==> src/rtl/motion_pkg.sv <==
// Shared widths, FSM state type and bounding-box record for the motion bbox tracker.
package motion_pkg;

  localparam int unsigned X_W = 10;
  localparam int unsigned Y_W = 9;

  typedef enum logic [1:0] {
    IDLE,
    ACCUM,
    PUBLISH
  } bbox_state_t;

  typedef struct packed {
    logic [X_W-1:0] xMin;
    logic [X_W-1:0] xMax;
    logic [Y_W-1:0] yMin;
    logic [Y_W-1:0] yMax;
  } bbox_t;

  // Inverted box: any real pixel shrinks min and grows max on first hit.
  localparam bbox_t BOX_EMPTY = '{xMin: '1, xMax: '0, yMin: '1, yMax: '0};

endpackage

==> src/rtl/bbox_overlay.sv <==
// Paints the published box perimeter red over the incoming video when the box is valid.
module bbox_overlay
  import motion_pkg::*;
(
  input  logic           iBoxValid,
  input  bbox_t          iBox,
  input  logic [X_W-1:0] iX_Cont,
  input  logic [Y_W-1:0] iY_Cont,
  input  logic [11:0]    iDATA,
  output logic [11:0]    oRed,
  output logic [11:0]    oGreen,
  output logic [11:0]    oBlue
);

  logic xInRange, yInRange, onEdge;

  always_comb begin
    xInRange = (iX_Cont >= iBox.xMin) && (iX_Cont <= iBox.xMax);
    yInRange = (iY_Cont >= iBox.yMin) && (iY_Cont <= iBox.yMax);
    onEdge   = (((iX_Cont == iBox.xMin) || (iX_Cont == iBox.xMax)) && yInRange) ||
               (((iY_Cont == iBox.yMin) || (iY_Cont == iBox.yMax)) && xInRange);
    if (iBoxValid && onEdge) begin
      oRed   = '1;
      oGreen = '0;
      oBlue  = '0;
    end else begin
      oRed   = iDATA;
      oGreen = iDATA;
      oBlue  = iDATA;
    end
  end

endmodule

==> src/rtl/motion_bbox_tracker.sv <==
// Per-frame bounding box of motion pixels, published once per even frame.
// Optional red perimeter overlay enabled by macro BBOX_OVERLAY_EN.
module motion_bbox_tracker
  import motion_pkg::*;
#(
  parameter int unsigned MIN_HITS = 30,
  parameter int unsigned HIT_W    = 16
) (
  input  logic             iCLK,
  input  logic             iRST,
  input  logic             iDVAL,
  input  logic             iObjectDetected,
  input  logic [X_W-1:0]   iX_Cont,
  input  logic [Y_W-1:0]   iY_Cont,
  input  logic [31:0]      iFrame_Cont,
`ifdef BBOX_OVERLAY_EN
  input  logic [11:0]      iDATA,
  output logic [11:0]      oRed,
  output logic [11:0]      oGreen,
  output logic [11:0]      oBlue,
  output logic             oDVAL,
`endif
  output logic             oBoxValid,
  output logic [X_W-1:0]   oX_Min,
  output logic [X_W-1:0]   oX_Max,
  output logic [Y_W-1:0]   oY_Min,
  output logic [Y_W-1:0]   oY_Max,
  output logic [HIT_W-1:0] oHitCount,
  output logic             oFrameDone
);

  localparam logic [HIT_W-1:0] MIN_HITS_W = HIT_W'(MIN_HITS);

  bbox_state_t      state;
  bbox_t            runBox, pubBox;
  logic [HIT_W-1:0] hits;
  logic             frameFF, armed;
  logic             frameStart, frameEnd;
  logic             unusedFrameBits;

  assign unusedFrameBits = &{1'b0, iFrame_Cont[31:1]};

  // A start is honoured only after bit 0 has been seen high since reset, so a
  // reset released mid-frame cannot pick up the tail of that frame.
  assign frameStart = frameFF && !iFrame_Cont[0] && armed;
  assign frameEnd   = !frameFF && iFrame_Cont[0];

  always_ff @(posedge iCLK) begin
    if (iRST) begin
      state      <= IDLE;
      frameFF    <= 1'b1;
      armed      <= 1'b0;
      runBox     <= BOX_EMPTY;
      hits       <= '0;
      pubBox     <= '0;
      oBoxValid  <= 1'b0;
      oHitCount  <= '0;
      oFrameDone <= 1'b0;
    end else begin
      frameFF    <= iFrame_Cont[0];
      armed      <= armed | iFrame_Cont[0];
      oFrameDone <= 1'b0;
      case (state)
        IDLE: begin
          if (frameStart) begin
            state  <= ACCUM;
            runBox <= BOX_EMPTY;
            hits   <= '0;
          end
        end
        ACCUM: begin
          if (frameEnd) begin
            state <= PUBLISH;
          end else if (iDVAL && iObjectDetected) begin
            if (iX_Cont < runBox.xMin) runBox.xMin <= iX_Cont;
            if (iX_Cont > runBox.xMax) runBox.xMax <= iX_Cont;
            if (iY_Cont < runBox.yMin) runBox.yMin <= iY_Cont;
            if (iY_Cont > runBox.yMax) runBox.yMax <= iY_Cont;
            if (hits != '1) hits <= hits + 1'b1;
          end
        end
        PUBLISH: begin
          pubBox     <= runBox;
          oHitCount  <= hits;
          oBoxValid  <= (hits >= MIN_HITS_W);
          oFrameDone <= 1'b1;
          state      <= IDLE;
        end
        default: state <= IDLE;
      endcase
    end
  end

  assign oX_Min = pubBox.xMin;
  assign oX_Max = pubBox.xMax;
  assign oY_Min = pubBox.yMin;
  assign oY_Max = pubBox.yMax;

`ifdef BBOX_OVERLAY_EN
  assign oDVAL = iDVAL;

  bbox_overlay uOverlay (
    .iBoxValid (oBoxValid),
    .iBox      (pubBox),
    .iX_Cont   (iX_Cont),
    .iY_Cont   (iY_Cont),
    .iDATA     (iDATA),
    .oRed      (oRed),
    .oGreen    (oGreen),
    .oBlue     (oBlue)
  );
`endif

endmodule

==> config.mk <==
export PLATFORM = sky130hd
export DESIGN_NAME = motion_bbox_tracker
export DESIGN_NICKNAME = d
export VERILOG_FILES = /design/src/rtl/motion_pkg.sv /design/src/rtl/bbox_overlay.sv /design/src/rtl/motion_bbox_tracker.sv
export SDC_FILE = /design/constraint.sdc
export NUM_CORES = 1
export LEC_CHECK = 0
export ABC_AREA = 1
export BUFFER_PORTS_ARGS = -buffer_cell sky130_fd_sc_hd__buf_2
export CAP_MARGIN = 40
export CORE_MARGIN = 4
export CORE_UTILIZATION = 55
export DETAILED_ROUTE_END_ITERATION = 12
export PLACE_DENSITY = 0.83
export SYNTH_ARGS = -nofsm -noshare
export SYNTH_HDL_FRONTEND = slang
export SYNTH_SLANG_ARGS = --single-unit
==> constraint.sdc <==
create_clock -name iCLK -period 2.05 [get_ports iCLK]
set_clock_uncertainty 0.15 [all_clocks]
set_input_delay 0.1025 -clock iCLK [delete_from_list [all_inputs] [get_ports iCLK]]
set_output_delay 0.1025 -clock iCLK [all_outputs]
set_load 0.005 [all_outputs]
==> results.md <==
* Row cnt at 36
* Register-to-Register Path Depth at 13
* Final period util at around 100%
* Avg Inst Size Synth at 7.345 sq um
* Final hold violations at 0
* Syn-to-layout area delta at 27.41%
* Synth Instances at between 700 and 800
* Crit end category: flip-flop
* Reg clk slew, reported paths at 60 ps
* Grt ovf at 0
* Yosys top cell by area: dfxtp_1
* CP max FO at 10
* Status: completed
* DR WL/cell at 15.50 um
* Placer congestion estimate at 0.8833
* Core footprint at slightly below 10,000 sq um
* DRT iter0 DRCs at 515
* Highest Clock Rate at 0.4878 GHz
* Final worst slack at 0.09437 ps
* Starting Density at 56.36%
* Vias in the first global route at 5,502
* Maximum vdd drop at 0.6874 mV
* Pins over their slew limit at 0
* Clock sink total at 114
* Reg-to-reg critical path endpoint: runBox[24]
* #FFs+latches synth at 114
* Chip height at 108.1 um
* Root buf cell: clkbuf_8
* Gr usage total at 27.53%
* HP Class: in -> reg
* Via Count at between 5,000 and 6,000
* Wire length of the first global-routing pass at 25,690 um
* Num ports at 111
* Finished Cell Area at 7019 sq um
* Critical Path RT at 2310 ps
* Final Critical Period at 2050 ps
* Critical path class: reg -> reg
* Pre-Repair DR Iteration Count at 5
* Filler instances at 727
* Layout Nets at about 960
* Synth Cell Area at around 5500 sq um
* Slew @ Worst Pin at around 520 ps
* # setup viols final at 0
* Pleak at 3.353 nW
* Largest net degree at the start of global routing at 78
* Layout cells sized above 1 at 20.43%
* DP Cell Count at 954
* Routed wire length at 15,640 um
* Placement Cell Area at 6126 sq um
* PortBufs at 79
* Worst EP arrival at 2310 ps
* CP endpoint: runBox[24]
* Die area at 11,680 sq um
* Final setup TNS at 0 ps
* Initial antenna violation count at 0
* YS warnings at 0
* Seq/Total Area, Yosys at 41.43%
* Routed Antenna Nets at 0
* Worst Setup SP: runBox[21]
* Final Instance Count excl. Fillers at 1,009
* Max-Cap Viols at 0
* Synth cell types at 30
* Critical path launch point type: flip-flop
* DP Wirelength at 10,370 um
* CTS HTree Levels at 4
* Clock Latency Late Sink at ~530 ps
* Die width at 108.1 um
* CTS Buffer Depth at 2
* ANT cells at 0
* Pre-CTS setup slack at 91.26 ps
* Synth top area cells: dfxtp_1 (41%), a21oi_1 (9.6%), nand2_1 (9.3%)
* CTS buffer count at 17
* Power, Total at a little under 0.007 W
* Flop2flop setup slack at about 0.094 ps
* Share of the synthesized area in the top cell type at around two fifths
* Reg-to-reg startpoint: runBox[21]
* Cell Pwr Density at approximately 980 nW/um^2
* Mapped Nets at 843
* Vias per std cell at 5.516
* CTS tree: built
* Max-slew headroom at 65.07%
* DRC viols at 0
Yosys cell counts:
library cell	n
o21ai_0	56
clkbuf_1	21
nand3b_1	1
ha_1	38
a22oi_1	2
a41oi_1	1
or2_2	17
inv_1	77
nand2_1	137
buf_1	1
buf_6	2
o21ai_2	2
nand4_1	19
nor2_1	58
nor3_2	1
nand3_1	58
a21oi_1	106
o21ai_1	3
o21bai_1	1
nor3_1	8
inv_2	4
nor4_1	1
nor3_4	2
nand2_2	6
a21o_1	2
nor3b_1	1
xor2_1	1
buf_2	8
buf_4	2
dfxtp_1	114
cell type report:
class,count,area [sq um],area share [%]
Tap cell,133,166.4,2.371
Timing Repair Buffer,129,843.3,12.01
Sequential cell,114,2282,32.51
Multi-Input combinational cell,521,2825,40.25
Clock buffer,21,439.2,6.257
Clock inverter,10,158.9,2.264
Inverter,81,304.0,4.332
layout by cell type (no fill, tap or decap), types with 4 or more instances in the layout:
master | Yosys | routed
nand4_1 | 19 | 19
buf_2 | 8 | 79
nor3_1 | 8 | 8
o21ai_0 | 56 | 56
nand2_1 | 137 | 132
nand2_2 | 6 | 9
ha_1 | 38 | 36
clkbuf_16 | 0 | 16
buf_4 | 2 | 25
dlygate4sd3_1 | 0 | 24
inv_1 | 77 | 76
a21oi_1 | 106 | 102
bufinv_16 | 0 | 4
nor2_1 | 58 | 56
inv_2 | 4 | 5
or2_2 | 17 | 17
nand3_1 | 58 | 58
a21oi_2 | 0 | 4
dfxtp_1 | 114 | 114
critical path, cell delays in order (launching register included):
cell and delay [ps]:
dfxtp_1 350, inv_1 80, ha_1 300, nand2_1 90
nand2_1 60, nand2_1 50, nand2_1 100, nand2_1 100
nand3_1 70, nand2_1 70, nand2_1 90, buf_4 200
a21oi_1 170, a21oi_2 50
flip-flops by register name, summed over array words and instances, names as in the netlist:
name / flops
oX_Min: 10
oFrameDone: 1
oX_Max: 10
runBox: 38
oBoxValid: 1
oY_Min: 9
hits: 16
oY_Max: 9
state: 2
oHitCount: 16
armed: 1
frameFF: 1
power breakdown:
part | total [W] | leakage, nW | switching [W] | internal (W)
Sequential | 0.00250 | 0.927 | 0.000107 | 0.00239
Clock | 0.00302 | 0.288 | 0.00103 | 0.00199
Combinational | 0.00134 | 2.14 | 0.000817 | 0.000521
Total | 0.00686 | 3.35 | 0.00195 | 0.00491
worst min path at each step:
stage,startpoint,to,slack [ps],cells after the start
after floorplan,iRST,hits[4],20,1
after global placement,iFrame_Cont[0],frameFF,200,3
after detailed placement,iFrame_Cont[0],frameFF,210,3
after CTS,iFrame_Cont[0],frameFF,210,4
after global routing,iRST,hits[4],250,3
final,iFrame_Cont[0],frameFF,220,4
per-stage QoR:
step | hold WS (ps) | util [%]
2_1_floorplan | 21.57 | -
5_1_grt | 252.0 | 71.81
4_1_cts | 207.9 | 71.25
6_report | 215.9 | 71.81
3_3_place_gp | 204.8 | 62.67
3_5_place_dp | 209.6 | 62.67
cells by family (layout without fill, tap and decap cells):
family                   count (synthesis)  in the layout  synth area share, %
adder cells (fa/ha/maj)                 38             38                8.631
AND/OR/NAND/NOR                        309            309                25.21
flip-flops                             114            114                41.43
AO/OA/AOI/OAI                          173            173                16.15
XOR/XNOR                                 1              1               0.1590
buffers and inverters                  115            241                8.426
per-layer routing:
layer	track usage (%)	up-vias	part of all wire [%]
li1	-	2720	-
met5	0	-	0
met2	44.09	251	47
met3	7.522	48	7.7
met1	34.65	2547	42
met4	12.44	0	3.2
repair_timing:
item	CTS	global route
hold buffers	24	0
endpoints found under the setup margin	0	25
endpoints found under the hold margin	53	0
setup buffers	0	0
resized for setup	0	14
Note: power is estimated with default switching activity, not from simulation.
